**src/rtl/adc_sum_sq_integ_ctrl.sv**
```systemverilog
// Sum-of-squares integration window controller for one ADC power channel.
// Windows align to sync_in, then free-run; each completed total is held for the CPU register.
module adc_sum_sq_integ_ctrl #(
  parameter int SQ_W  = 16,
  parameter int ACC_W = 32,
  parameter int LEN_W = 24
) (
  input  logic             user_clk,
  input  logic             user_rst_n,
  input  logic             sync_in,
  input  logic             sample_valid,
  input  logic [SQ_W-1:0]  sq_in,
  input  logic             cfg_enable,
  input  logic             cfg_one_shot,
  input  logic [LEN_W-1:0] cfg_acc_len,
  output logic [ACC_W-1:0] sum_out,
  output logic             sum_valid,
  output logic [15:0]      win_count,
  output logic             sat_flag,
  output logic             busy
);

  typedef enum logic [1:0] {
    IDLE      = 2'd0,
    WAIT_SYNC = 2'd1,
    ACCUM     = 2'd2
  } state_t;

  state_t             r_state;
  state_t             w_state_nxt;

  logic               r_en;
  logic               r_en_d;
  logic [ACC_W-1:0]   r_acc;
  logic [LEN_W-1:0]   r_cnt;
  logic [LEN_W-1:0]   r_len;
  logic [ACC_W-1:0]   r_sum_out;
  logic               r_sum_valid;
  logic [15:0]        r_win_count;
  logic               r_sat;
  logic               r_busy;

  logic               w_arm;
  logic [ACC_W-1:0]   w_sq_ext;
  logic [ACC_W:0]     w_sum_wide;
  logic               w_carry;
  logic [ACC_W-1:0]   w_acc_sat;
  logic [LEN_W-1:0]   w_cnt_inc;
  logic [LEN_W-1:0]   w_len_cfg;
  logic               w_arm_clear;
  logic               w_start;
  logic               w_accept;
  logic               w_dump;

  // Arm is a rising edge of the registered enable, so software can hold the level.
  assign w_arm      = r_en & ~r_en_d;

  // One extra bit of headroom exposes the carry that drives saturation.
  assign w_sq_ext   = ACC_W'(sq_in);
  assign w_sum_wide = {1'b0, r_acc} + {1'b0, w_sq_ext};
  assign w_carry    = w_sum_wide[ACC_W];
  assign w_acc_sat  = w_carry ? {ACC_W{1'b1}} : w_sum_wide[ACC_W-1:0];

  assign w_cnt_inc  = r_cnt + LEN_W'(1);
  assign w_len_cfg  = (cfg_acc_len == '0) ? LEN_W'(1) : cfg_acc_len;

  // NOTE: every signal assigned here gets a default first, so no path can infer a latch.
  always_comb begin
    w_state_nxt = r_state;
    w_arm_clear = 1'b0;
    w_start     = 1'b0;
    w_accept    = 1'b0;
    w_dump      = 1'b0;
    case (r_state)
      IDLE: begin
        if (w_arm) begin
          w_arm_clear = 1'b1;
          w_state_nxt = WAIT_SYNC;
        end
      end
      WAIT_SYNC: begin
        if (!r_en) begin
          w_state_nxt = IDLE;
        end else if (sync_in) begin
          w_start     = 1'b1;
          w_state_nxt = ACCUM;
        end
      end
      ACCUM: begin
        if (sample_valid) begin
          w_accept = 1'b1;
          w_dump   = (w_cnt_inc == r_len);
        end
        // A final sample coinciding with an abort still dumps before leaving.
        if (!r_en || (w_dump && cfg_one_shot)) begin
          w_state_nxt = IDLE;
        end
      end
      default: w_state_nxt = IDLE;
    endcase
  end

  // NOTE: sequential state uses non-blocking assignments so every register samples pre-edge values.
  always_ff @(posedge user_clk or negedge user_rst_n) begin
    if (!user_rst_n) begin
      r_state <= IDLE;
      r_en    <= 1'b0;
      r_en_d  <= 1'b0;
      r_busy  <= 1'b0;
    end else begin
      r_state <= w_state_nxt;
      r_en    <= cfg_enable;
      r_en_d  <= r_en;
      r_busy  <= (w_state_nxt != IDLE);
    end
  end

  // Window datapath: a dump clears and re-latches in the same edge so the next sample starts a new window.
  always_ff @(posedge user_clk or negedge user_rst_n) begin
    if (!user_rst_n) begin
      r_acc <= '0;
      r_cnt <= '0;
      r_len <= '0;
    end else if (w_start || w_dump) begin
      r_acc <= '0;
      r_cnt <= '0;
      r_len <= w_len_cfg;
    end else if (w_accept) begin
      r_acc <= w_acc_sat;
      r_cnt <= w_cnt_inc;
    end
  end

  always_ff @(posedge user_clk or negedge user_rst_n) begin
    if (!user_rst_n) begin
      r_sum_out   <= '0;
      r_sum_valid <= 1'b0;
      r_win_count <= '0;
      r_sat       <= 1'b0;
    end else begin
      r_sum_valid <= w_dump;
      if (w_dump) begin
        r_sum_out <= w_acc_sat;
      end
      if (w_arm_clear) begin
        r_win_count <= '0;
      end else if (w_dump) begin
        r_win_count <= r_win_count + 16'd1;
      end
      if (w_arm_clear) begin
        r_sat <= 1'b0;
      end else if (w_accept && w_carry) begin
        r_sat <= 1'b1;
      end
    end
  end

  assign sum_out   = r_sum_out;
  assign sum_valid = r_sum_valid;
  assign win_count = r_win_count;
  assign sat_flag  = r_sat;
  assign busy      = r_busy;

endmodule
```
**config.mk**
```make
export PLATFORM = sky130hd
export DESIGN_NAME = adc_sum_sq_integ_ctrl
export DESIGN_NICKNAME = d
export VERILOG_FILES = /design/src/rtl/adc_sum_sq_integ_ctrl.sv
export SDC_FILE = /design/constraint.sdc
export NUM_CORES = 1
export LEC_CHECK = 0
export ABC_AREA = 1
export BUFFER_PORTS_ARGS = -buffer_cell sky130_fd_sc_hd__buf_2
export CORE_MARGIN = 1.5
export CORE_UTILIZATION = 40
export DETAILED_ROUTE_END_ITERATION = 8
export GPL_ROUTABILITY_DRIVEN = 0
export PLACE_DENSITY_LB_ADDON = 0.05
export RECOVER_POWER = 25
export SETUP_SLACK_MARGIN = 0.2
export SYNTH_ARGS = -nofsm -noshare
export SYNTH_HDL_FRONTEND = slang
export SYNTH_SLANG_ARGS = --single-unit
export TNS_END_PERCENT = 30
```
**constraint.sdc**
```tcl
create_clock -name user_clk -period 6.2 [get_ports user_clk]
set_input_delay 0.31 -clock user_clk [delete_from_list [all_inputs] [get_ports user_clk]]
set_output_delay 0.31 -clock user_clk [all_outputs]
set_load 0.02 [all_outputs]
```
==> reports/metrics.yaml <==
vias: 8510
setup_tns_ns: 0
p_int_mw: 1.942
clock_latency_ns: 0.43
post_cts_buffers: 0
numCtsBuffers: 17
ys_seq_area_share_pct: 38.19
power_density_mw_per_mm2: 293.2
core_mm2: 0.02176
start_util_pct: 40.65
skew_ns: 0.01501
seqPwrFrac_pct: 36.6
grt_pass1_vias: 7984
fill_cells: 2252
fin_nets: 1394
wl_met1_mm: 12.63
clockBufferDepth: 2
grt_pass1_wl_mm: 41.72
pin_count: 97
place_ws_ns: 2.798
cts_resized: 0
drtIter0Drc: 531
status: "finished, violations left"
dr_wl_met3_mm: 1.103
p_leak_nw: 5.279
worstPathMaxFanout: 73
final_common_cell: "nand2_1"
drcViolationCount: 0
netlist_area_mm2: 0.008845
drive_above_1_share_pct: 11.26
wl_mm: 25.93
drv_cap: 1
grt_max_degree: 110
synth_top_area_share_pct: 38.19
die_h_um: 151.7
cts.htree.levels: 4
crit_path_end_kind: "asynchronous set/reset pin"
finalCriticalPeriod_ns: 4.024
maxSlewViolCount: 64
synth.avg_cell_area_um2: 7.025
yosysTopAreaCell: "dfrtp_1"
crit_required_ns: 6.62
die-area_mm2: 0.02301
cts.sinks: 135
ant_nets: 0
r2r-start: "r_cnt[0]$_DFFE_PN0P_"
critPathKind: "primary input to asynchronous set/reset pin"
setup_viol: 0
r2r_cells: 16
p_sw_share_pct: 34.41
hold_ws_ns: 0.09344
violations: "capacitance limit, slew limit"
reg2reg_slack_ns: 2.81
vias_per_cell: 5.247
setup_ws_ns: 2.176
rsz0062_at_grt: "false"
cp-start-kind: "primary input"
io_buffers: 96
finalHoldViolCount: 0
root_buffer: "clkbuf_16"
hold_end: "r_len[15]$_DFFE_PN0N_"
ys_seq_elements: 135
antenna_found_initial: 1
slew_headroom_pct: -136.3
most-common-layout-cells: "nand2_1, dfrtp_1, nand3_1"
holdCritPathClass: "primary input to flop"
wire_per_inst_um: 15.98
fin_crit_sh_pct: 64.91
clkPwrFrac_pct: 35.6
cts_tree: "built"
pwr-share-comb_pct: 27.8
track_usage_pct: 23.36
max_freq_ghz: 0.2485
synthesis.nets: 1324
hpwl_mm: 17.63
grt_overflow: 0
synth.top_cells.by_area: "dfrtp_1, nand2_1, nand3_1"
area_delta_synth_final_pct: 14.20
worstPathArrival_ns: 4.45
async_flop_share_pct: 100.0
top_layer: "met4"
timing.rr.end: "win_count[15]$_DFFE_PN0P_"
clk_pin_slew_ns: 0.06
rows: 54
syn_inst: 1259
synth-main-ff-cell: "dfrtp_1"
die_w_um: 151.7
synth.distinct_cells: 38
yosysWarnings: 0
ir_drop_v: 0.0001677
synth_edf_count: 0
hold_path_depth: 3
power.net_switching_mw: 1.019
drtPass1Iterations: 5
wl_met2_mm: 11.91
worst_pin_slew_ns: 3.545
hp-start: "cfg_acc_len[15]"
-- critical path, stage by stage --
cell and delay (ns):
dlygate4sd3_1 0.52, clkbuf_1 2.47, buf_4 1.06
-- power by group through the flow --
stage               Clock, mW  Sequential [mW]  Combinational (mW)
floorplan                   0             1.06               0.620
global placement            0             1.10               0.824
detailed placement          0             1.09               0.819
CTS                      1.08             1.08               0.828
global route             1.12             1.09               0.932
finish                   1.05             1.08               0.823
-- sequential cells by signal, summed over array words and instances (netlist names) --
| name | count |
|---|---|
| r_acc | 32 |
| sum_out | 32 |
| r_cnt | 24 |
| r_len | 24 |
| win_count | 16 |
| r_state | 2 |
| busy | 1 |
| r_en | 1 |
| r_en_d | 1 |
| sat_flag | 1 |
| sum_valid | 1 |
-- worst max-delay path by stage --
stage                                           end                 start
after floorplan               r_acc[27]$_DFFE_PN0P_  r_acc[0]$_DFFE_PN0P_
after global placement     win_count[7]$_DFFE_PN0P_  r_cnt[0]$_DFFE_PN0P_
after detailed placement  win_count[15]$_DFFE_PN0P_  r_cnt[0]$_DFFE_PN0P_
after CTS                 win_count[15]$_DFFE_PN0P_  r_cnt[0]$_DFFE_PN0P_
after global routing          r_acc[16]$_DFFE_PN0P_            user_rst_n
final                         r_acc[16]$_DFFE_PN0P_            user_rst_n
-- synth_stat cells (2+ instances only) --
| cell | number |
|---|---|
| a21o_1 | 2 |
| a21oi_1 | 22 |
| and2_1 | 2 |
| buf_1 | 2 |
| buf_2 | 5 |
| buf_4 | 5 |
| buf_6 | 4 |
| clkbuf_1 | 40 |
| dfrtp_1 | 135 |
| ha_1 | 18 |
| inv_1 | 116 |
| inv_2 | 3 |
| nand2_1 | 438 |
| nand2_2 | 2 |
| nand3_1 | 132 |
| nand3b_1 | 6 |
| nand4_1 | 72 |
| nor2_1 | 85 |
| nor2_2 | 3 |
| nor2_4 | 4 |
| nor3_1 | 12 |
| nor4_1 | 14 |
| o211ai_1 | 56 |
| o21ai_0 | 21 |
| o21ai_1 | 3 |
| o21bai_1 | 5 |
| or2_2 | 15 |
| xnor2_1 | 6 |
| xnor3_1 | 2 |
| xor2_1 | 21 |
-- layout make-up --
type / instances / area [um^2] / area share, %
multi-input combinational: 949 / 4785 / 47.37
sequential: 135 / 3378 / 33.44
timing repair buffer: 107 / 545.5 / 5.401
inverter: 119 / 446.7 / 4.422
clock buffer: 18 / 439.2 / 4.348
tap: 280 / 350.3 / 3.468
clock inverter: 13 / 153.9 / 1.524
antenna: 1 / 2.502 / 0.02477
-- cell families after synthesis --
kind of cell	share of synthesized area [%]
adder cells (fa/ha/maj)	2.773
AND/OR/NAND/NOR	39.33
flip-flops	38.19
AO/OA/AOI/OAI	8.205
buffers and inverters	8.049
XOR/XNOR	3.452
-- per-stage QoR --
step / util [%] / instance area (um^2) / total power, mW / instances
floorplan: - / 8845 / 1.682 / 1259
global placement: 43.73 / 9514 / 1.920 / 1588
detailed placement: 43.73 / 9514 / 1.913 / 1588
CTS: 46.55 / 10130 / 2.988 / 1621
global route: 46.42 / 10100 / 3.141 / 1621
finish: 46.43 / 10100 / 2.961 / 1622
-- routing by layer --
metal  global-route usage [%]  up-vias
met5                        0        -
met4                    5.240        0
met3                    4.072       21
met2                    38.51      182
met1                    31.93     4002
li1                         -     4305
-- repair_timing --
action	in CTS	in global routing
hold buffers	2	0
setup endpoints to repair	0	0
endpoints found under the hold margin	63	0
Power figures use the tool's default switching activity.
